File: config.mk
export PLATFORM = sky130hd
export DESIGN_NAME = best_time_ranker
export DESIGN_NICKNAME = d
export VERILOG_FILES = /design/src/rtl/best_time_ranker.sv
export SDC_FILE = /design/constraint.sdc
export NUM_CORES = 1
export LEC_CHECK = 0
export ABC_AREA = 1
export BUFFER_PORTS_ARGS = -buffer_cell sky130_fd_sc_hd__buf_2
export CAP_MARGIN = 20
export CORE_AREA = 4 4 222 224
export CTS_BUF_LIST = sky130_fd_sc_hd__clkbuf_4
export DETAILED_ROUTE_END_ITERATION = 10
export DIE_AREA = 0 0 226 228
export PLACE_DENSITY = 0.65
export SYNTH_ARGS = -nofsm -noshare
export SYNTH_HDL_FRONTEND = slang
export SYNTH_SLANG_ARGS = --single-unit
File: constraint.sdc
create_clock -name clock -period 35 [get_ports clock]
set_input_delay 7 -clock clock [delete_from_list [all_inputs] [get_ports clock]]
set_output_delay 7 -clock clock [all_outputs]
set_load 0.05 [all_outputs]
File: src/rtl/best_time_ranker.sv
// best_time_ranker
//   Keeps the three best (smallest) stopwatch times per mode: an up table
//   and a down table. Each completed run is scanned against its table,
//   inserted if it places, and the placement is reported on rank_led,
//   lb_mode and new_record.
//
// Ports
//   clock, reset    : clock, asynchronous active-high reset
//   time_in         : stopwatch time word, compared as unsigned
//   run_done        : one-cycle pulse when a run stops
//   mode            : table of the finished run (0 = up, 1 = down)
//   clear           : synchronous wipe of both tables, aborts any insertion
//   rd_sel          : [2] table, [1:0] index (0 = best, 3 = reads as empty)
//   rd_time/rd_valid: registered read of the selected entry
//   busy            : high in SCAN, INSERT and REPORT
//   rank_led        : one-hot placement of the last accepted run (bit0 = 1st)
//   lb_mode         : one-hot table of the last accepted run ({down, up})
//   new_record      : one-cycle pulse when the last run took 1st place
//
// Optional build macro: RANKER_SOUND_EN adds sound_pulse[2:0], a one-cycle
// copy of the rank code during REPORT for the music block.
module best_time_ranker #(
  parameter int TW    = 39,
  parameter int DEPTH = 3
) (
  input  logic          clock,
  input  logic          reset,
  input  logic [TW-1:0] time_in,
  input  logic          run_done,
  input  logic          mode,
  input  logic          clear,
  input  logic [2:0]    rd_sel,
  output logic [TW-1:0] rd_time,
  output logic          rd_valid,
  output logic          busy,
  output logic [2:0]    rank_led,
  output logic [1:0]    lb_mode,
  output logic          new_record
`ifdef RANKER_SOUND_EN
  ,
  output logic [2:0]    sound_pulse
`endif
);

  localparam logic [1:0] LAST = 2'(DEPTH - 1);

  typedef enum logic [1:0] {IDLE, SCAN, INSERT, REPORT} state_t;

  state_t                      state_q, state_d;
  logic [TW-1:0]               cand_q, cand_d;
  logic                        cmode_q, cmode_d;
  logic [1:0]                  idx_q, idx_d;
  logic [1:0]                  pos_q, pos_d;
  logic                        placed_q, placed_d;
  logic [1:0][2:0][TW-1:0]     ent_q, ent_d;
  logic [1:0][2:0]             vld_q, vld_d;
  logic [2:0]                  rank_led_q, rank_led_d;
  logic [1:0]                  lb_mode_q, lb_mode_d;
  logic [TW-1:0]               rd_time_q, rd_time_d;
  logic                        rd_valid_q, rd_valid_d;

  // Candidate beats the slot if the slot is empty or strictly larger;
  // a tie leaves the existing entry ahead.
  logic hit;
  assign hit = !vld_q[cmode_q][idx_q] || (cand_q < ent_q[cmode_q][idx_q]);

  // ---------------- state register ----------------
  always_ff @(posedge clock or posedge reset) begin
    if (reset) begin
      state_q    <= IDLE;
      cand_q     <= '0;
      cmode_q    <= 1'b0;
      idx_q      <= '0;
      pos_q      <= '0;
      placed_q   <= 1'b0;
      ent_q      <= '0;
      vld_q      <= '0;
      rank_led_q <= '0;
      lb_mode_q  <= '0;
      rd_time_q  <= '0;
      rd_valid_q <= 1'b0;
    end else begin
      state_q    <= state_d;
      cand_q     <= cand_d;
      cmode_q    <= cmode_d;
      idx_q      <= idx_d;
      pos_q      <= pos_d;
      placed_q   <= placed_d;
      ent_q      <= ent_d;
      vld_q      <= vld_d;
      rank_led_q <= rank_led_d;
      lb_mode_q  <= lb_mode_d;
      rd_time_q  <= rd_time_d;
      rd_valid_q <= rd_valid_d;
    end
  end

  // ---------------- next state ----------------
  always_comb begin
    state_d = state_q;
    case (state_q)
      IDLE:    if (run_done && time_in != '0) state_d = SCAN;
      SCAN:    if (hit) state_d = INSERT;
               else if (idx_q == LAST) state_d = REPORT;
      INSERT:  state_d = REPORT;
      REPORT:  state_d = IDLE;
      default: state_d = IDLE;
    endcase
    if (clear) state_d = IDLE;
  end

  // ---------------- datapath / outputs ----------------
  always_comb begin
    cand_d     = cand_q;
    cmode_d    = cmode_q;
    idx_d      = idx_q;
    pos_d      = pos_q;
    placed_d   = placed_q;
    ent_d      = ent_q;
    vld_d      = vld_q;
    rank_led_d = rank_led_q;
    lb_mode_d  = lb_mode_q;
    case (state_q)
      IDLE: begin
        // run_done while busy never reaches here, so it is dropped for free
        if (run_done && time_in != '0) begin
          cand_d   = time_in;
          cmode_d  = mode;
          idx_d    = '0;
          placed_d = 1'b0;
        end
      end
      SCAN: begin
        if (hit)                pos_d = idx_q;
        else if (idx_q != LAST) idx_d = idx_q + 2'd1;
      end
      INSERT: begin
        // Shift entries at and below pos down one slot; slot 2 falls off.
        if (pos_q < 2'd2) begin
          ent_d[cmode_q][2] = ent_q[cmode_q][1];
          vld_d[cmode_q][2] = vld_q[cmode_q][1];
        end
        if (pos_q == 2'd0) begin
          ent_d[cmode_q][1] = ent_q[cmode_q][0];
          vld_d[cmode_q][1] = vld_q[cmode_q][0];
        end
        ent_d[cmode_q][pos_q] = cand_q;
        vld_d[cmode_q][pos_q] = 1'b1;
        placed_d              = 1'b1;
      end
      REPORT: begin
        rank_led_d = placed_q ? (3'b001 << pos_q) : 3'b000;
        lb_mode_d  = cmode_q ? 2'b10 : 2'b01;
      end
      default: ;
    endcase
    if (clear) begin
      ent_d      = '0;
      vld_d      = '0;
      rank_led_d = '0;
      lb_mode_d  = '0;
    end
  end

  // Read port samples the current flops, so an INSERT edge returns old data.
  always_comb begin
    rd_time_d  = '0;
    rd_valid_d = 1'b0;
    if (rd_sel[1:0] != 2'd3) begin
      rd_time_d  = ent_q[rd_sel[2]][rd_sel[1:0]];
      rd_valid_d = vld_q[rd_sel[2]][rd_sel[1:0]];
    end
  end

  logic report_now;
  assign report_now = (state_q == REPORT) && placed_q && !clear;

  assign busy       = (state_q != IDLE);
  assign rank_led   = rank_led_q;
  assign lb_mode    = lb_mode_q;
  assign rd_time    = rd_time_q;
  assign rd_valid   = rd_valid_q;
  assign new_record = report_now && (pos_q == 2'd0);

`ifdef RANKER_SOUND_EN
  assign sound_pulse = report_now ? (3'b001 << pos_q) : 3'b000;
`endif

endmodule

After elaboration in Yosys (flattened, before gate mapping):

Index checks and enable logic that the tools add are counted.

* flip-flop bits (word level): 332
* word-level logic and storage cells: 131

* add/sub/neg operators: 1
* magnitude comparators: 9
* eq/ne operators: 11
* shift-type cells: 1
* muxes and demuxes: 68
* bitwise logic cells: 1
* reductions and logical operators: 22

Operator list (number)
* $mux 234: 6
* $bwmux 234: 3
* $mux 117: 6
* $demux 117 s1: 3
* $bmux 39 s2: 2
* $mux 39: 4
* $demux 39 s2: 1
* $mux 78: 1
* $lt 39x39->1: 1
* $reduce_bool 39->1: 1
* $mux 6: 6
* $mux 3: 9
* $mux 2: 11
* $bwmux 6: 2
* $ne 2x2->1 const B: 5
* $reduce_bool 2->1: 5
* $demux 3 s1: 3
* $lt 2x3->1 const B: 3
* $pmux 2 s4: 1
* $reduce_and 2->1: 4
* $eq 2x2->1 const B: 3
* $logic_and 1x1->1: 6
* $or 6x6->6: 1
* $mux 1: 5
* other kinds (17): 21

Logic depth before layout (Yosys ltp):

Gate-level depths: netlist (run 1).

* depth in word-level cells: 13
* depth in mapped cells: 23

Worst setup path before layout (run 1):

Ideal clock, no wire load.

* path type: input to output
* start point: input clear
* end point: output new_record
* data arrival time: 8.408 ns
* data required time: 28.000 ns
* slack: 19.592 ns
* stages: 4
* buffers on the path: 1
* path through: buf_2 nor2_1 nand2_1 nor3_1

* longest elaborated chain between the ends: 3

RTL lines
* from (decl): line 31 `input logic clear,`
* $logic_not 1->1: line 176 `assign report_now = (state_q == REPORT) && placed_q && !clear;`
* $logic_and 1x1->1: line 176
* $logic_and 1x1->1: line 183 `assign new_record = report_now && (pos_q == 2'd0);`
* to (decl): line 38 `output logic new_record`

No other way between the ends.

Worst setup path in the final report (run 1):

Ends and elaborated chain as after synthesis.

==> results of run 1 <==
-- through the flow --
step / cells / total power, W / hold slack [ps] / worst slack, ps / cell area [um^2]
2_1_floorplan: 2420 / 0.0009604 / 467.5 / 18800 / 18700
3_3_place_gp: 2960 / 0.001169 / 486.1 / 20030 / 19430
3_5_place_dp: 2960 / 0.001180 / 489.7 / 20060 / 19430
4_1_cts: 3110 / 0.001527 / 505.3 / 20050 / 20500
5_1_grt: 3111 / 0.001638 / 531.0 / 19980 / 20500
6_report: 3112 / 0.001535 / 508.3 / 20040 / 20500
-- power by group through the flow --
stage	sequential (W)	combinational, W	clock [W]
2_1_floorplan	0.000528	0.000432	0
3_3_place_gp	0.000549	0.000620	0
3_5_place_dp	0.000550	0.000630	0
4_1_cts	0.000544	0.000633	0.000350
5_1_grt	0.000556	0.000713	0.000370
6_report	0.000547	0.000647	0.000341
-- how the worst max path moves through the flow --
stage	from	to	depth (start not counted)
after global routing	clear	new_record	5
after global placement	clear	new_record	5
after CTS	clear	new_record	5
final	clear	new_record	5
after floorplan	reset	cand_q[0]	1
after detailed placement	clear	new_record	5
-- metal layers --
layer	GRT usage, %	vias up	routed length (um)
li1	-	8469	-
met3	5.040	192	6817
met1	34.89	8960	27110
met4	10.49	0	2441
met5	0	-	0
met2	38.86	1063	29950
-- cell usage after synthesis (2+ instances only) --
cell type,instances
buf_2,29
ha_1,44
inv_1,259
a211oi_1,2
dfrtp_1,332
o21ai_0,472
clkbuf_1,148
nor2_1,55
nand3_1,86
nor3_1,5
buf_6,3
nand4_1,8
o21ai_1,10
o21a_1,2
a21oi_1,107
o21ai_2,3
o22ai_1,107
o211ai_1,105
nand2_1,501
buf_1,16
o32ai_1,9
o31ai_1,9
o2111ai_1,78
nor4_1,10
inv_2,6
buf_4,4
-- flip-flops by register name, indices dropped and copies added, names as in the netlist --
| signal | cells |
|---|---|
| vld_q | 6 |
| cmode_q | 1 |
| idx_q | 2 |
| rd_valid | 1 |
| rd_time | 39 |
| placed_q | 1 |
| lb_mode | 2 |
| cand_q | 39 |
| state_q | 2 |
| pos_q | 2 |
| ent_q | 234 |
| rank_led | 3 |
-- worst min-delay path, delay by kind of cell (launching register included) --
family / cells / cell delay, ps
flip-flops: 1 / 350
AO/OA/AOI/OAI: 1 / 70
AND/OR/NAND/NOR: 1 / 50
-- area by class of cell --
type | count | area (um^2) | area share, %
antenna | 2 | 5.005 | 0.02441
clock buffer | 135 | 1013 | 4.943
clock inverter | 15 | 56.30 | 0.2746
inverter | 266 | 1011 | 4.931
multi-input combinational | 1622 | 8606 | 41.97
sequential | 332 | 8318 | 40.57
tap | 615 | 769.5 | 3.753
timing repair buffer | 125 | 724.4 | 3.533
-- logic make-up after synthesis --
kind of cell,after synthesis,share of synthesized area [%]
AOI/OAI and AO/OA,909,28.55
adders and majority gates,44,2.944
buffers and inverters,466,9.748
DFF,332,44.42
and+or+nand+nor,669,14.34
==> implementation parameters, run 1 <==
Parameter                              Value

STA
  Pins Over Slew Limit    0
  Worst rel slew slack    27.50%
  Transition time at the pin with the least slew margin    1088 ps
  Setup skew after layout    38.59 ps
  Period utilization    42.75%
  # setup viols final    0
  Post-layout min period    14960 ps
  Total Neg Setup Slack    0 ps
  Max frequency    66.84 MHz
  Hold Vio Cnt, Final    0
  Unrepaired setup endpoints after global routing    no

Global route
  GRT Resource Usage Total    25.26%
  Remaining global-route overflow    0
  Via count of the first global-routing pass    18270
  Number of antenna violations at the first check in global routing    2
  First-pass GRT wire length    103.1 mm
  Largest net degree at the start of global routing    155

Clock network
  Clk sinks    332
  Hold-fix buffer count after cts    0
  Post-CTS repair timing setup buffer count    0
  Count of cells resized by post-cts repair    0
  Clk buf depth    3
  H-tree level count    3
  Total clock buffers created by CTS    91
  Worst-path clk slew    50 ps
  Cell at the root of the clock tree    clkbuf_4
  Clock latency of the later-clocked register in the worst-skew pair    800 ps
  CTS tree    yes

Setup path
  Reg2reg setup slack    29750 ps
  Cell Chain, Critical Path    buf_2, nor2_1, nand2_1, nor3_1, buf_2
  Crit path max-delay family    buffers and inverters
  Crit start category    input port
  Path type of the worst setup path    in -> out
  R2r worst-path depth    20
  Endpoint of the most critical register-to-register path    idx_q[0]
  Crit path buf inv count    2
  Crit. End Element    output port
  Crit path max-delay cell type    buf_2
  Data required time of the critical path    28000 ps
  Slowest cell delay on critical path    320 ps
  Largest driver fanout on the critical path    10
  CP most frequent cell    buf_2
  Arrival time of the worst setup path    7960 ps
  Worst r2r src    idx_q[0]

Synth
  Portion of synthesized cell area occupied by the leading cell type    44.42%
  Synth Area per Inst    7.728 um^2
  Cells after Synth    2420
  Synth area leaders    dfrtp_1 (44%), o21ai_0 (13%), nand2_1 (10%)
  Combined area of all synthesized cells    18700 um^2
  Number of enable flip-flop cells after synthesis    0
  Net count after synthesis    2511
  Largest area contributor in the synthesized netlist    dfrtp_1
  Synth async-reset ratio    100.0%
  Predominant post-synthesis flop cell    dfrtp_1
  Total of flip-flops plus latches after synthesis    332
  Unique cell type count in the Yosys netlist    36
  Count of yosys warnings during synthesis    0
  Sequential fraction of the synthesis area    44.42%

Power
  Clock share of power    22.2%
  Worst voltage drop across the vdd grid    0.05012 mV
  Switching fraction of total power    47.73%
  Comb pwr share    42.1%
  Internal power    0.0008024 W
  Total power density per cell area    74.87 nW/um^2
  Reported leakage power    9.066 nW
  Seq pwr share    35.6%
  Switching power    0.0007326 W

Die
  Number of top-level design ports    94
  Placeable core area    47350 um^2
  Initial standard-cell utilization of the core    39.50%
  Area enclosed by the die boundary    51530 um^2
  Standard-cell rows    80
  Die Y-Extent    228 um
  Die extent in x    226 um

Detailed routing
  Total number of vias    18680
  Number of nets with antenna violations after routing    0
  Average vias per placed instance    6.004
  Starting DRC count in detailed routing    1988
  Final Routed Wirelength    66.32 mm
  Count of TritonRoute iterations in the first routing pass    6
  Routed WL per cell    21.31 um
  DRC violation count after routing    0

Hold path
  Number of cells on the worst hold path    2
  Critical hold path startpoint    ent_q[43]
  Classification of the worst-slack hold path    reg -> reg
  Min-Delay Endpoint    ent_q[43]

Layout
  Fillcell total    4819
  Final net count    2529
  Final core utilization    43.31%
  Most common library cell in the layout ignoring fill and taps    nand2_1
  Area added between synthesis and finish    9.634%
  Leading cell types in the layout, fill and taps excluded    nand2_1 (501), o21ai_0 (472), dfrtp_1 (328)
  Fraction of final layout cells sized beyond drive strength 1    11.42%

Run status
  Run status    completed

Job
  Number of maximum-capacitance constraint violations    0

Place
  Port buffer count    93
  GPL Wtd Cong    0.8371
  HPWL reported at the end of detailed placement    35.34 mm
(Power assumes the default switching activity.)
==> run 2: changes to the inputs <==
==> constraint.sdc (replaced) <==
create_clock -name clock -period 15.2 [get_ports clock]
set_input_delay 3.04 -clock clock [delete_from_list [all_inputs] [get_ports clock]]
set_output_delay 3.04 -clock clock [all_outputs]
set_load 0.05 [all_outputs]
==> run 2 against run 1 <==
Compared with the run above:
- register-to-register slack worse by 20000 ps
- largest power group unchanged
- clock skew down 5.2 ps
- total power up 130%
- final area grew 0.54%
- routed wire length increased by 0.11%
- critical path type unchanged
- count of clock-buffer cells in the layout rose by 5
- utilization up 0.24 points
- cell count rose by 0.61%
- die area did not move
- global-route usage is 0.17 points higher
- sequential share of layout area decreased by 0.22 points
- sequential cell count is the same
==> implementation parameters, run 2 (synthesized netlist as in run 1, its figures left out) <==
Parameter                              Value

Place
  GPL Wtd Cong    0.8589
  HPWL reported at the end of detailed placement    35.34 mm
  Port buffer count    93
  Worst slack after detailed placement    8125 ps

Die
  Area enclosed by the die boundary    51530 um^2
  Initial standard-cell utilization of the core    39.50%
  Placeable core area    47350 um^2
  Die extent in x    226 um
  Die Y-Extent    228 um
  Number of top-level design ports    94
  Standard-cell rows    80

Power
  Internal power    0.001867 W
  Worst voltage drop across the vdd grid    0.1080 mV
  Seq pwr share    34.6%
  Reported leakage power    9.123 nW
  Clock share of power    22.8%
  Switching power    0.001694 W
  Switching fraction of total power    47.57%
  Total power density per cell area    172.7 nW/um^2
  Comb pwr share    42.6%

Detailed routing
  Average vias per placed instance    5.976
  Starting DRC count in detailed routing    2202
  DRC violation count after routing    0
  Total number of vias    18710
  Final Routed Wirelength    66.39 mm
  Count of TritonRoute iterations in the first routing pass    6
  Number of nets with antenna violations after routing    0
  Routed WL per cell    21.20 um

Layout
  Final net count    2536
  Most common library cell in the layout ignoring fill and taps    nand2_1
  Area added between synthesis and finish    10.23%
  Fraction of final layout cells sized beyond drive strength 1    11.61%
  Leading cell types in the layout, fill and taps excluded    nand2_1 (501), o21ai_0 (472), dfrtp_1 (328)
  Largest register by flop count    ent_q
  Max FFs per register    234

Setup path
  CP most frequent cell    buf_2
  Data required time of the critical path    12160 ps
  Arrival time of the worst setup path    4020 ps
  Cell Chain, Critical Path    buf_2, nor2_1, nand2_1, nor3_1, buf_2
  Largest driver fanout on the critical path    10
  Crit start category    input port
  Slowest cell delay on critical path    340 ps
  Crit path max-delay cell type    buf_2
  Path type of the worst setup path    in -> out
  Crit. End Element    output port

Clock network
  Cell at the root of the clock tree    clkbuf_4
  Post-CTS repair timing setup buffer count    0
  Count of cells resized by post-cts repair    0
  Total clock buffers created by CTS    95
  H-tree level count    3
  CTS tree    yes
  Clk buf depth    3
  Clk sinks    332
  Worst-path clk slew    60 ps
  Hold-fix buffer count after cts    0
  Clock latency of the later-clocked register in the worst-skew pair    800 ps

Hold path
  Classification of the worst-slack hold path    reg -> reg

STA
  Max frequency    141.6 MHz
  Hold Vio Cnt, Final    0
  Setup skew after layout    33.39 ps
  Pins Over Slew Limit    0
  Post-layout min period    7063 ps
  Transition time at the pin with the least slew margin    1142 ps
  Worst rel slew slack    23.88%
  # setup viols final    0
  Minimum setup slack in the final design    8137 ps
  Unrepaired setup endpoints after global routing    no
  Period utilization    46.47%
  Total Neg Setup Slack    0 ps

Job
  Number of maximum-capacitance constraint violations    0

Global route
  First-pass GRT wire length    103.9 mm
  Number of antenna violations at the first check in global routing    2
  Largest net degree at the start of global routing    133
  GRT Resource Usage Total    25.43%
  Via count of the first global-routing pass    18590
  Remaining global-route overflow    0

Run status
  Run status    completed
## run 2: cell types whose count changed in the layout (fill, tap and decap cells not counted), sizes merged
cell | previous run | this run
buf | 125 | 128
inv | 266 | 264
clkbuf | 135 | 140
clkinv | 15 | 29
diode | 2 | 1
## run 2: cell type report
cell class / instances / area, um^2
repair buffers: 128 / 754.5
diodes: 1 / 2.502
clock inverters: 27 / 102.6
multi-input cells: 1622 / 8606
inverters: 266 / 1011
clock buffers: 140 / 1051
well taps: 615 / 769.5
fillers: 4793 / 26730
flip-flops and latches: 332 / 8318
## run 2: worst max-delay path: cells and delay by family
| family | cells | cell delay [ps] |
|---|---|---|
| buffers and inverters | 2 | 520 |
| AND/OR/NAND/NOR | 3 | 470 |
## run 2: per-layer routing
metal | track usage (%) | vias to the layer above | share of wire (%)
li1 | - | 8493 | -
met1 | 34.29 | 8937 | 40
met2 | 39.80 | 1093 | 45
met3 | 4.873 | 189 | 11
met4 | 11.43 | 0 | 3.7
met5 | 0 | - | 0
## run 2: final timing paths
path	from	end	slack, ps	depth (start not counted)
setup / recovery	clear	new_record	8140	5
hold / removal	ent_q[77]	ent_q[77]	510	2
setup reg to reg	cmode_q	idx_q[0]	10040	21
hold reg to reg	ent_q[77]	ent_q[77]	510	2
max in group asynchronous	reset	pos_q[0]	11110	3
min in group asynchronous	reset	cand_q[17]	2450	2
## run 2: metrics by stage
step / instances / total power, W / hold WS, ps / util, % / cell area [um^2]
after global routing: 3131 / 0.003810 / 537.5 / 43.54 / 20610
after global placement: 2962 / 0.002690 / 485.1 / 41.04 / 19430
after floorplan: 2420 / 0.002211 / 467.5 / - / 18700
after CTS: 3129 / 0.003540 / 506.2 / 43.48 / 20580
after detailed placement: 2962 / 0.002712 / 489.0 / 41.04 / 19430
final: 3131 / 0.003560 / 507.3 / 43.54 / 20610
## run 2: power by group through the flow
stage               clock network, W  registers (W)  logic, W
floorplan                          0        0.00122  0.000995
global placement                   0        0.00124   0.00145
detailed placement                 0        0.00124   0.00147
CTS                         0.000834        0.00123   0.00148
global route                0.000886        0.00125   0.00167
finish                      0.000813        0.00123   0.00152
